## src/rtl/controlador_exibicao_if.sv

```systemverilog
`default_nettype none
// ============================================================================
// Module      : controlador_exibicao_if
// Description : Bus bundle between the sequence display controller and its
//               surroundings (start request, round index, sequence ROM port,
//               LED pattern and status/debug outputs).
//               master : drives iniciar, rodada, memoria; observes the rest
//               slave  : the controller itself
// Revision    : 1.0 - initial release
// ============================================================================
interface controlador_exibicao_if;
   logic       iniciar;       // level request to start a run
   logic [3:0] rodada;        // index of the last item to show
   logic [3:0] memoria;       // ROM data at address endereco
   logic [3:0] endereco;      // ROM address
   logic [3:0] leds;          // LED pattern being shown
   logic       ocupado;       // run in progress
   logic       fim_exibicao;  // one-cycle end-of-run pulse
   logic [3:0] db_estado;     // encoded FSM state for debug

   modport master (
      output iniciar, rodada, memoria,
      input  endereco, leds, ocupado, fim_exibicao, db_estado
   );

   modport slave (
      input  iniciar, rodada, memoria,
      output endereco, leds, ocupado, fim_exibicao, db_estado
   );
endinterface
`default_nettype wire

```

## src/rtl/controlador_exibicao.sv

```systemverilog
`default_nettype none
// ============================================================================
// Module      : controlador_exibicao
// Description : Plays back a stored sequence on four LEDs. On a start request
//               it walks the sequence ROM from address 0 up to the latched
//               round index, lighting each item for TEMPO_ACESO cycles and
//               then leaving a TEMPO_APAGADO-cycle dark gap.
// Ports       : clock  - system clock, rising edge
//               reset  - synchronous, active-high
//               bus    - controlador_exibicao_if.slave (iniciar, rodada,
//                        memoria in; endereco, leds, ocupado, fim_exibicao,
//                        db_estado out)
// Revision    : 1.0 - initial release
// ============================================================================
module controlador_exibicao #(
   parameter int TEMPO_ACESO   = 4,
   parameter int TEMPO_APAGADO = 2
) (
   input  wire logic              clock,
   input  wire logic              reset,
   controlador_exibicao_if.slave  bus
);

   typedef enum logic [3:0] {
      INICIAL = 4'd0,
      CARREGA = 4'd1,
      ACESO   = 4'd2,
      APAGADO = 4'd3,
      FIM     = 4'd4
   } estado_t;

   // Terminal timer values: each phase ends on the cycle the timer hits these.
   localparam logic [15:0] c_ult_aceso   = 16'(TEMPO_ACESO - 1);
   localparam logic [15:0] c_ult_apagado = 16'(TEMPO_APAGADO - 1);

   estado_t     r_estado;
   logic [3:0]  r_endereco;
   logic [15:0] r_timer;
   logic [3:0]  r_leds;
   logic [3:0]  r_rodada;

   estado_t     w_prox;
   logic [3:0]  w_endereco;
   logic [15:0] w_timer;
   logic [3:0]  w_leds;
   logic [3:0]  w_rodada;

   always_ff @(posedge clock) begin
      if (reset) begin
         r_estado   <= INICIAL;
         r_endereco <= 4'd0;
         r_timer    <= 16'd0;
         r_leds     <= 4'd0;
         r_rodada   <= 4'd0;
      end else begin
         r_estado   <= w_prox;
         r_endereco <= w_endereco;
         r_timer    <= w_timer;
         r_leds     <= w_leds;
         r_rodada   <= w_rodada;
      end
   end

   always_comb begin
      w_prox     = r_estado;
      w_endereco = r_endereco;
      w_timer    = r_timer;
      w_leds     = r_leds;
      w_rodada   = r_rodada;
      case (r_estado)
         INICIAL: begin
            // Round index is captured only here, so later changes on rodada
            // cannot stretch or shorten a run already in progress.
            if (bus.iniciar) begin
               w_rodada   = bus.rodada;
               w_endereco = 4'd0;
               w_prox     = CARREGA;
            end
         end
         CARREGA: begin
            w_leds  = bus.memoria;
            w_timer = 16'd0;
            w_prox  = ACESO;
         end
         ACESO: begin
            if (r_timer == c_ult_aceso) begin
               w_timer = 16'd0;
               w_prox  = APAGADO;
            end else begin
               w_timer = r_timer + 16'd1;
            end
         end
         APAGADO: begin
            if (r_timer == c_ult_apagado) begin
               w_timer = 16'd0;
               // Stop on the last item rather than incrementing, so the
               // address never wraps past 15.
               if (r_endereco == r_rodada) begin
                  w_prox = FIM;
               end else begin
                  w_endereco = r_endereco + 4'd1;
                  w_prox     = CARREGA;
               end
            end else begin
               w_timer = r_timer + 16'd1;
            end
         end
         FIM:     w_prox = INICIAL;
         default: w_prox = INICIAL;
      endcase
   end

   // Outputs are decodes of registered state only.
   assign bus.endereco     = r_endereco;
   assign bus.leds         = (r_estado == ACESO) ? r_leds : 4'd0;
   assign bus.ocupado      = (r_estado != INICIAL);
   assign bus.fim_exibicao = (r_estado == FIM);
   assign bus.db_estado    = r_estado;

endmodule
`default_nettype wire

```

## src/flat_wrapper.sv

```systemverilog
// flat-port wrapper written by rule: the top's interface ports become plain ports
module controlador_exibicao_flat 
#(
   parameter int TEMPO_ACESO   = 4,
   parameter int TEMPO_APAGADO = 2
)
  (clock, reset, bus_iniciar, bus_rodada, bus_memoria, bus_endereco, bus_leds, bus_ocupado, bus_fim_exibicao, bus_db_estado);
  controlador_exibicao_if bus_i ();
  input  wire logic clock;
  input  wire logic reset;
  input wire logic [$bits(bus_i.iniciar)-1:0] bus_iniciar;
  input wire logic [$bits(bus_i.rodada)-1:0] bus_rodada;
  input wire logic [$bits(bus_i.memoria)-1:0] bus_memoria;
  output wire logic [$bits(bus_i.endereco)-1:0] bus_endereco;
  output wire logic [$bits(bus_i.leds)-1:0] bus_leds;
  output wire logic [$bits(bus_i.ocupado)-1:0] bus_ocupado;
  output wire logic [$bits(bus_i.fim_exibicao)-1:0] bus_fim_exibicao;
  output wire logic [$bits(bus_i.db_estado)-1:0] bus_db_estado;
  assign bus_i.iniciar = bus_iniciar;
  assign bus_i.rodada = bus_rodada;
  assign bus_i.memoria = bus_memoria;
  assign bus_endereco = bus_i.endereco;
  assign bus_leds = bus_i.leds;
  assign bus_ocupado = bus_i.ocupado;
  assign bus_fim_exibicao = bus_i.fim_exibicao;
  assign bus_db_estado = bus_i.db_estado;
  controlador_exibicao #(.TEMPO_ACESO(TEMPO_ACESO), .TEMPO_APAGADO(TEMPO_APAGADO)) u_core (.clock(clock), .reset(reset), .bus(bus_i));
endmodule
```

## config.mk

```make
export PLATFORM = sky130hd
export DESIGN_NAME = controlador_exibicao_flat
export DESIGN_NICKNAME = d
export VERILOG_FILES = /design/src/rtl/controlador_exibicao_if.sv /design/src/rtl/controlador_exibicao.sv /design/src/flat_wrapper.sv
export SDC_FILE = /design/constraint.sdc
export NUM_CORES = 1
export LEC_CHECK = 0
export CAP_MARGIN = 20
export CORE_ASPECT_RATIO = 0.9
export CORE_MARGIN = 2
export CORE_UTILIZATION = 35
export DETAILED_ROUTE_END_ITERATION = 16
export PLACE_DENSITY = 0.66
export SYNTH_ARGS = -nofsm -noshare
export SYNTH_HDL_FRONTEND = slang
export SYNTH_SLANG_ARGS = --single-unit
```

## constraint.sdc

```tcl
create_clock -name clock -period 2.81 [get_ports clock]
set_input_delay 0.281 -clock clock [delete_from_list [all_inputs] [get_ports clock]]
set_output_delay 0.281 -clock clock [all_outputs]
set_load 0.05 [all_outputs]
```

==> impl_metrics.env, run 1 <==
export IMPL_timing_final_crit_share_pct=91.4
export IMPL_first_pass_iters=4
export IMPL_finalInstanceArea_um2=2050
export IMPL_vias=1547
export IMPL_cts_buffers_inserted=5
export IMPL_n_antenna_cell=0
export IMPL_start_util_pct=37.0
export IMPL_fillCellCount=470
export IMPL_fin_tns_setup_ns=0
export IMPL_synth_avg_cell_area_um2=8.62
export IMPL_combinationalPowerShare_pct=15.5
export IMPL_grt_pass1_vias=1372
export IMPL_rsz0062_at_grt="no"
export IMPL_netlist_cell_type_count=52
export IMPL_clock_latency_ns=0.29
export IMPL_power_switching_uw=279
export IMPL_cp_required_ns=2.53
export IMPL_viasPerCell=5.53
export IMPL_final_cell_mix="dfxtp_1 (31), clkdlybuf4s50_1 (23), nand2_1 (14), nor2_1 (12), nand3_1 (11)"
export IMPL_hpwl_mm=2.77
export IMPL_clock_skew_ns=0.0108
export IMPL_yosys_warnings=0
export IMPL_postCtsSetupBuffers=0
export IMPL_power_frac_seq_pct=47.8
export IMPL_final_seq_area_um2=621
export IMPL_root_buffer="clkbuf_8"
export IMPL_drive_above_1_share_pct=8.72
export IMPL_grtUsageMet3_pct=3.65
export IMPL_synthesis_nets=209
export IMPL_synth_cells=195
export IMPL_vdd_drop_max_uv=296
export IMPL_cts_tree="built"
export IMPL_final_common_cell="dfxtp_1"
export IMPL_antenna_found_initial=0
export IMPL_fin_nets=232
export IMPL_max_freq_ghz=0.389
export IMPL_async_flop_share_pct=0
export IMPL_hold_buffers=0
export IMPL_ios=25
export IMPL_met1_usage_pct=22.3
export IMPL_max_slew_margin_pct=47.6
export IMPL_maxCapViolCount=0
export IMPL_hold_viol=0
export IMPL_layout_min_cycle_time_ns=2.57
export IMPL_rows=23
export IMPL_cts_htree_levels=2
export IMPL_drcViolationCount=0
export IMPL_postCtsResizedCells=0
export IMPL_grt_ovfl_total=0
export IMPL_busiest_layer="met1"
export IMPL_ant_nets=0
export IMPL_clkPwrFrac_pct=36.7
export IMPL_synth_main_ff_cell="dfxtp_1"
export IMPL_place_area_um2=1970
export IMPL_end_kind="output port"
export IMPL_place_congestion=0.771
export IMPL_drv_slew=0
export IMPL_met2_usage_pct=21.5
export IMPL_hp_class="reg -> reg"
export IMPL_grt_first_pass_wirelength_mm=6.61
export IMPL_grt_max_degree=14
export IMPL_status="finished, final reports clean"
export IMPL_tightest_slew_ns=0.783
export IMPL_die_area_um2=5380
export IMPL_cts_sinks=31
export IMPL_swShare_pct=28.3
export IMPL_drtIter0Drc=123
export IMPL_cp_start_kind="flop"
export IMPL_synth_edf_count=0
export IMPL_cts_buffer_depth=2
export IMPL_wl_per_cell_um=14.0
export IMPL_synth_seq_cells=31
export IMPL_io_buffers=23
export IMPL_cp_arrival_ns=2.29
export IMPL_wl_mm=3.91
export IMPL_netlist_area_um2=1680
export IMPL_p_leak_nw=0.741
export IMPL_worstSetupPathType="reg -> out"
export IMPL_setup_viol=0
export IMPL_multi_input_area_um2=986
export IMPL_yosysSeqAreaShare_pct=36.9
export IMPL_core_area_um2=4550
export IMPL_r2r_slack_ns=0.94
export IMPL_die_h_um=69.8
export IMPL_die_w_um=77.1
export IMPL_track_usage_pct=15.4
export IMPL_p_int_uw=706
export IMPL_area_growth_pct=22.2
export IMPL_path_max_fanout=12
export IMPL_power_density_nw_per_um2=480
export IMPL_cts_clk_slew_worst_paths_ns=0.07
-- routing by layer --
metal	part of all wire [%]	up-vias
met5	0	-
met2	40	40
met1	53	723
met4	2.0	0
met3	4.2	6
li1	-	778
-- synth_stat cells (5+ instances only) --
cell type  count  share of area (%)
and3_1         7                2.6
xnor2_1        6                3.1
a21oi_1        7                2.1
nand4_1        6                2.2
clkbuf_1       6                1.3
inv_1          8                1.8
dfxtp_1       31                 37
o21ai_0        8                2.4
nor4_1         8                3.0
mux2i_1        9                5.4
nand2_1       14                3.1
nand3_1       11                3.3
nor3_1         5                1.5
nor2_1        12                2.7
-- worst max-delay path: stages, from the launching register on --
cell and delay (ns):
dfxtp_1 0.52, nor2b_1 0.45, and3_1 0.22, clkdlybuf4s50_1 0.80
-- sequential cells by signal, indices dropped and copies added (netlist names) --
name                  cells
u_core.bus.endereco       4
u_core.r_rodada           4
u_core.r_leds             4
u_core.r_timer           16
u_core.bus.db_estado      3
-- area by class of cell --
type,instances,share of cell area (%)
clock buffer,6,4.02
sequential,31,30.2
clock inverter,1,0.244
timing repair buffer,26,12.3
inverter,8,1.46
tap,62,3.78
multi-input combinational,146,48.0
-- logic make-up after synthesis --
| family | after synthesis | share of synthesized area, % |
|---|---|---|
| and+or+nand+nor | 86 | 30.5 |
| AOI/OAI and AO/OA | 39 | 16.0 |
| DFF | 31 | 36.9 |
| buffers and inverters | 18 | 4.46 |
| muxes | 10 | 6.03 |
| xor gates and xnor gates | 7 | 3.65 |
| adders and majority gates | 3 | 2.23 |
| other | 1 | 0.223 |
-- stage by stage --
stage / total power, mW / cells / worst slack [ns] / hold WS (ns) / util (%)
finish: 0.986 / 280 / 0.242 / 0.499 / 45.2
CTS: 0.995 / 280 / 0.275 / 0.510 / 45.2
detailed placement: 0.632 / 273 / 0.610 / 0.488 / 43.3
global placement: 0.633 / 273 / 0.644 / 0.496 / 43.3
floorplan: 0.584 / 195 / 0.439 / 0.428 / -
global route: 1.03 / 280 / 0.135 / 0.535 / 45.2
-- power groups by stage --
stage / sequential, mW / clock, mW / combinational, mW
2_1_floorplan: 0.481 / 0 / 0.103
3_3_place_gp: 0.480 / 0 / 0.153
3_5_place_dp: 0.481 / 0 / 0.151
4_1_cts: 0.471 / 0.372 / 0.152
5_1_grt: 0.473 / 0.391 / 0.165
6_report: 0.471 / 0.362 / 0.153
-- final timing paths --
check,from,to,depth (start not counted)
worst max register to register,u_core.r_timer[3]$_SDFFE_PP0P_,u_core.r_timer[15]$_SDFFE_PP0P_,4
worst min register to register,u_core.r_leds[2]$_SDFFE_PP0P_,u_core.r_leds[2]$_SDFFE_PP0P_,2
worst min-delay path,u_core.r_leds[2]$_SDFFE_PP0P_,u_core.r_leds[2]$_SDFFE_PP0P_,2
worst max-delay path,u_core.bus.db_estado[1]$_SDFFE_PP0P_,bus_leds[0],3
Power figures use the tool's default switching activity.
==> inputs of run 2 (changes only) <==
- CELL_PAD_IN_SITES_DETAIL_PLACEMENT: unset -> 0
- CELL_PAD_IN_SITES_GLOBAL_PLACEMENT: unset -> 1
- GPL_ROUTABILITY_DRIVEN: unset -> 0
- PLACE_DENSITY: 0.66 -> 0.8
==> run 2 against run 1 <==
Combinational power hardly changed. Cell count is 0.36% higher. Hold slack worse by 0.0028 ns. Flip-flop and latch count stayed put. Die area stayed put. Setup slack better by 0.020 ns. Register-to-register slack worse by 0.02 ns. First-iteration DRC count is 37% lower. Global-route usage hardly changed. Critical path type unchanged. Largest cell class unchanged.
==> impl_metrics.env, run 2 (synthesized netlist as in run 1, its figures left out) <==
export IMPL_status="finished, final reports clean"
export IMPL_hold_buffers=0
export IMPL_final_common_cell="dfxtp_1"
export IMPL_grt_max_degree=18
export IMPL_cp_arrival_ns=2.27
export IMPL_ios=25
export IMPL_hold_viol=0
export IMPL_slowest_delay_ns=0.80
export IMPL_cpLargestDelayFamily="buffers and inverters"
export IMPL_ant_nets=0
export IMPL_n_antenna_cell=0
export IMPL_drcViolationCount=0
export IMPL_start_util_pct=37.0
export IMPL_die_area_um2=5380
export IMPL_crit_start="u_core.bus.db_estado[1]$_SDFFE_PP0P_"
export IMPL_wl_per_cell_um=14.1
export IMPL_path_max_fanout=12
export IMPL_timing_rr_start="u_core.r_timer[2]$_SDFFE_PP0P_"
export IMPL_viasPerCell=5.46
export IMPL_drv_slew=0
export IMPL_cp_start_kind="flop"
export IMPL_timing_final_crit_share_pct=90.7
export IMPL_max_slew_margin_pct=47.2
export IMPL_critPathBufInv=1
export IMPL_die_w_um=77.1
export IMPL_root_buffer="clkbuf_8"
export IMPL_area_growth_pct=23.1
export IMPL_worstSetupPathType="reg -> out"
export IMPL_end_kind="output port"
export IMPL_clock_skew_ns=0.00348
export IMPL_rows=23
export IMPL_clock_latency_ns=0.28
export IMPL_dp_worst_setup_slack_ns=0.622
export IMPL_core_area_um2=4550
export IMPL_vdd_drop_max_uv=212
export IMPL_rsz0062_at_grt="no"
export IMPL_drtIter0Drc=78
export IMPL_die_h_um=69.8
export IMPL_power_density_nw_per_um2=493
export IMPL_cts_buffer_depth=2
export IMPL_cts_clk_slew_worst_paths_ns=0.07
export IMPL_io_buffers=23
export IMPL_vias=1533
export IMPL_fin_tns_setup_ns=0
export IMPL_post_route_util_pct=45.5
export IMPL_setup_ws_ns=0.262
export IMPL_max_freq_ghz=0.392
export IMPL_grt_pass1_vias=1412
export IMPL_cts_htree_levels=2
export IMPL_worstHoldStart="u_core.r_leds[3]$_SDFFE_PP0P_"
export IMPL_layout_min_cycle_time_ns=2.55
export IMPL_cts_buffers_inserted=5
export IMPL_p_leak_nw=0.744
export IMPL_hpwl_mm=2.81
export IMPL_crit_path_top_delay_cell="clkdlybuf4s50_1"
export IMPL_setup_viol=0
export IMPL_worstPathCellList="nor2b_1, and3_1, clkdlybuf4s50_1"
export IMPL_largest_register="u_core.r_timer"
export IMPL_grt_first_pass_wirelength_mm=6.67
export IMPL_cts_sinks=31
export IMPL_maxCapViolCount=0
export IMPL_drive_above_1_share_pct=9.13
export IMPL_hp_class="reg -> reg"
export IMPL_track_usage_pct=15.3
export IMPL_largest_reg_flops=16
export IMPL_fin_nets=232
export IMPL_tightest_slew_ns=0.789
export IMPL_first_pass_iters=6
export IMPL_cts_tree="built"
export IMPL_wl_mm=3.96
export IMPL_postCtsResizedCells=0
export IMPL_grt_ovfl_total=0
export IMPL_cp_required_ns=2.53
export IMPL_antenna_found_initial=0
export IMPL_final_cell_mix="dfxtp_1 (31), clkdlybuf4s50_1 (23), nand2_1 (14), nor2_1 (12), nand3_1 (11)"
export IMPL_postCtsSetupBuffers=0
-- run 2: cell types whose count changed in the layout (fill, tap and decap cells not counted) --
cell	change
clkinvlp_4	+1
clkinv_2	-1
clkbuf_8	+1
-- run 2: tightest hold or removal path, cell delays in order (launching register included) --
cell     delay (ns)
dfxtp_1        0.33
mux2i_1        0.06
nor2_1         0.07
-- run 2: worst paths after layout --
check	end	slack [ns]	cells after the start
setup reg to reg	u_core.r_timer[15]$_SDFFE_PP0P_	0.92	4
hold reg to reg	u_core.r_leds[3]$_SDFFE_PP0P_	0.50	2
hold / removal	u_core.r_leds[3]$_SDFFE_PP0P_	0.50	2
setup / recovery	bus_leds[2]	0.26	3
-- run 2: layout make-up --
class,instances,area [µm²]
fill,482,2480
multi-input combinational,146,986
sequential,31,621
timing repair buffer,26,253
clock buffer,7,96.3
tap,62,77.6
inverter,8,30.0
clock inverter,1,7.51
-- run 2: where the power goes --
group,internal [mW],switching (mW)
clock network,0.223,0.174
registers,0.454,0.0168
logic,0.0605,0.0930
-- run 2: through the flow --
step                total power [mW]  cells  hold WS (ns)  cell area [µm²]
floorplan                      0.584    195         0.428             1680
global placement               0.633    273         0.481             1970
detailed placement             0.634    273         0.491             1970
CTS                             1.03    281         0.502             2070
global route                    1.07    281         0.548             2070
finish                          1.02    281         0.496             2070
-- run 2: per-layer routing --
| layer | track usage, % | wire length, µm | vias to the layer above |
|---|---|---|---|
| met5 | 0 | 0 | - |
| met4 | 5.36 | 35 | 0 |
| met1 | 21.5 | 2070 | 717 |
| met3 | 3.78 | 179 | 4 |
| li1 | - | - | 770 |
| met2 | 22.9 | 1670 | 42 |
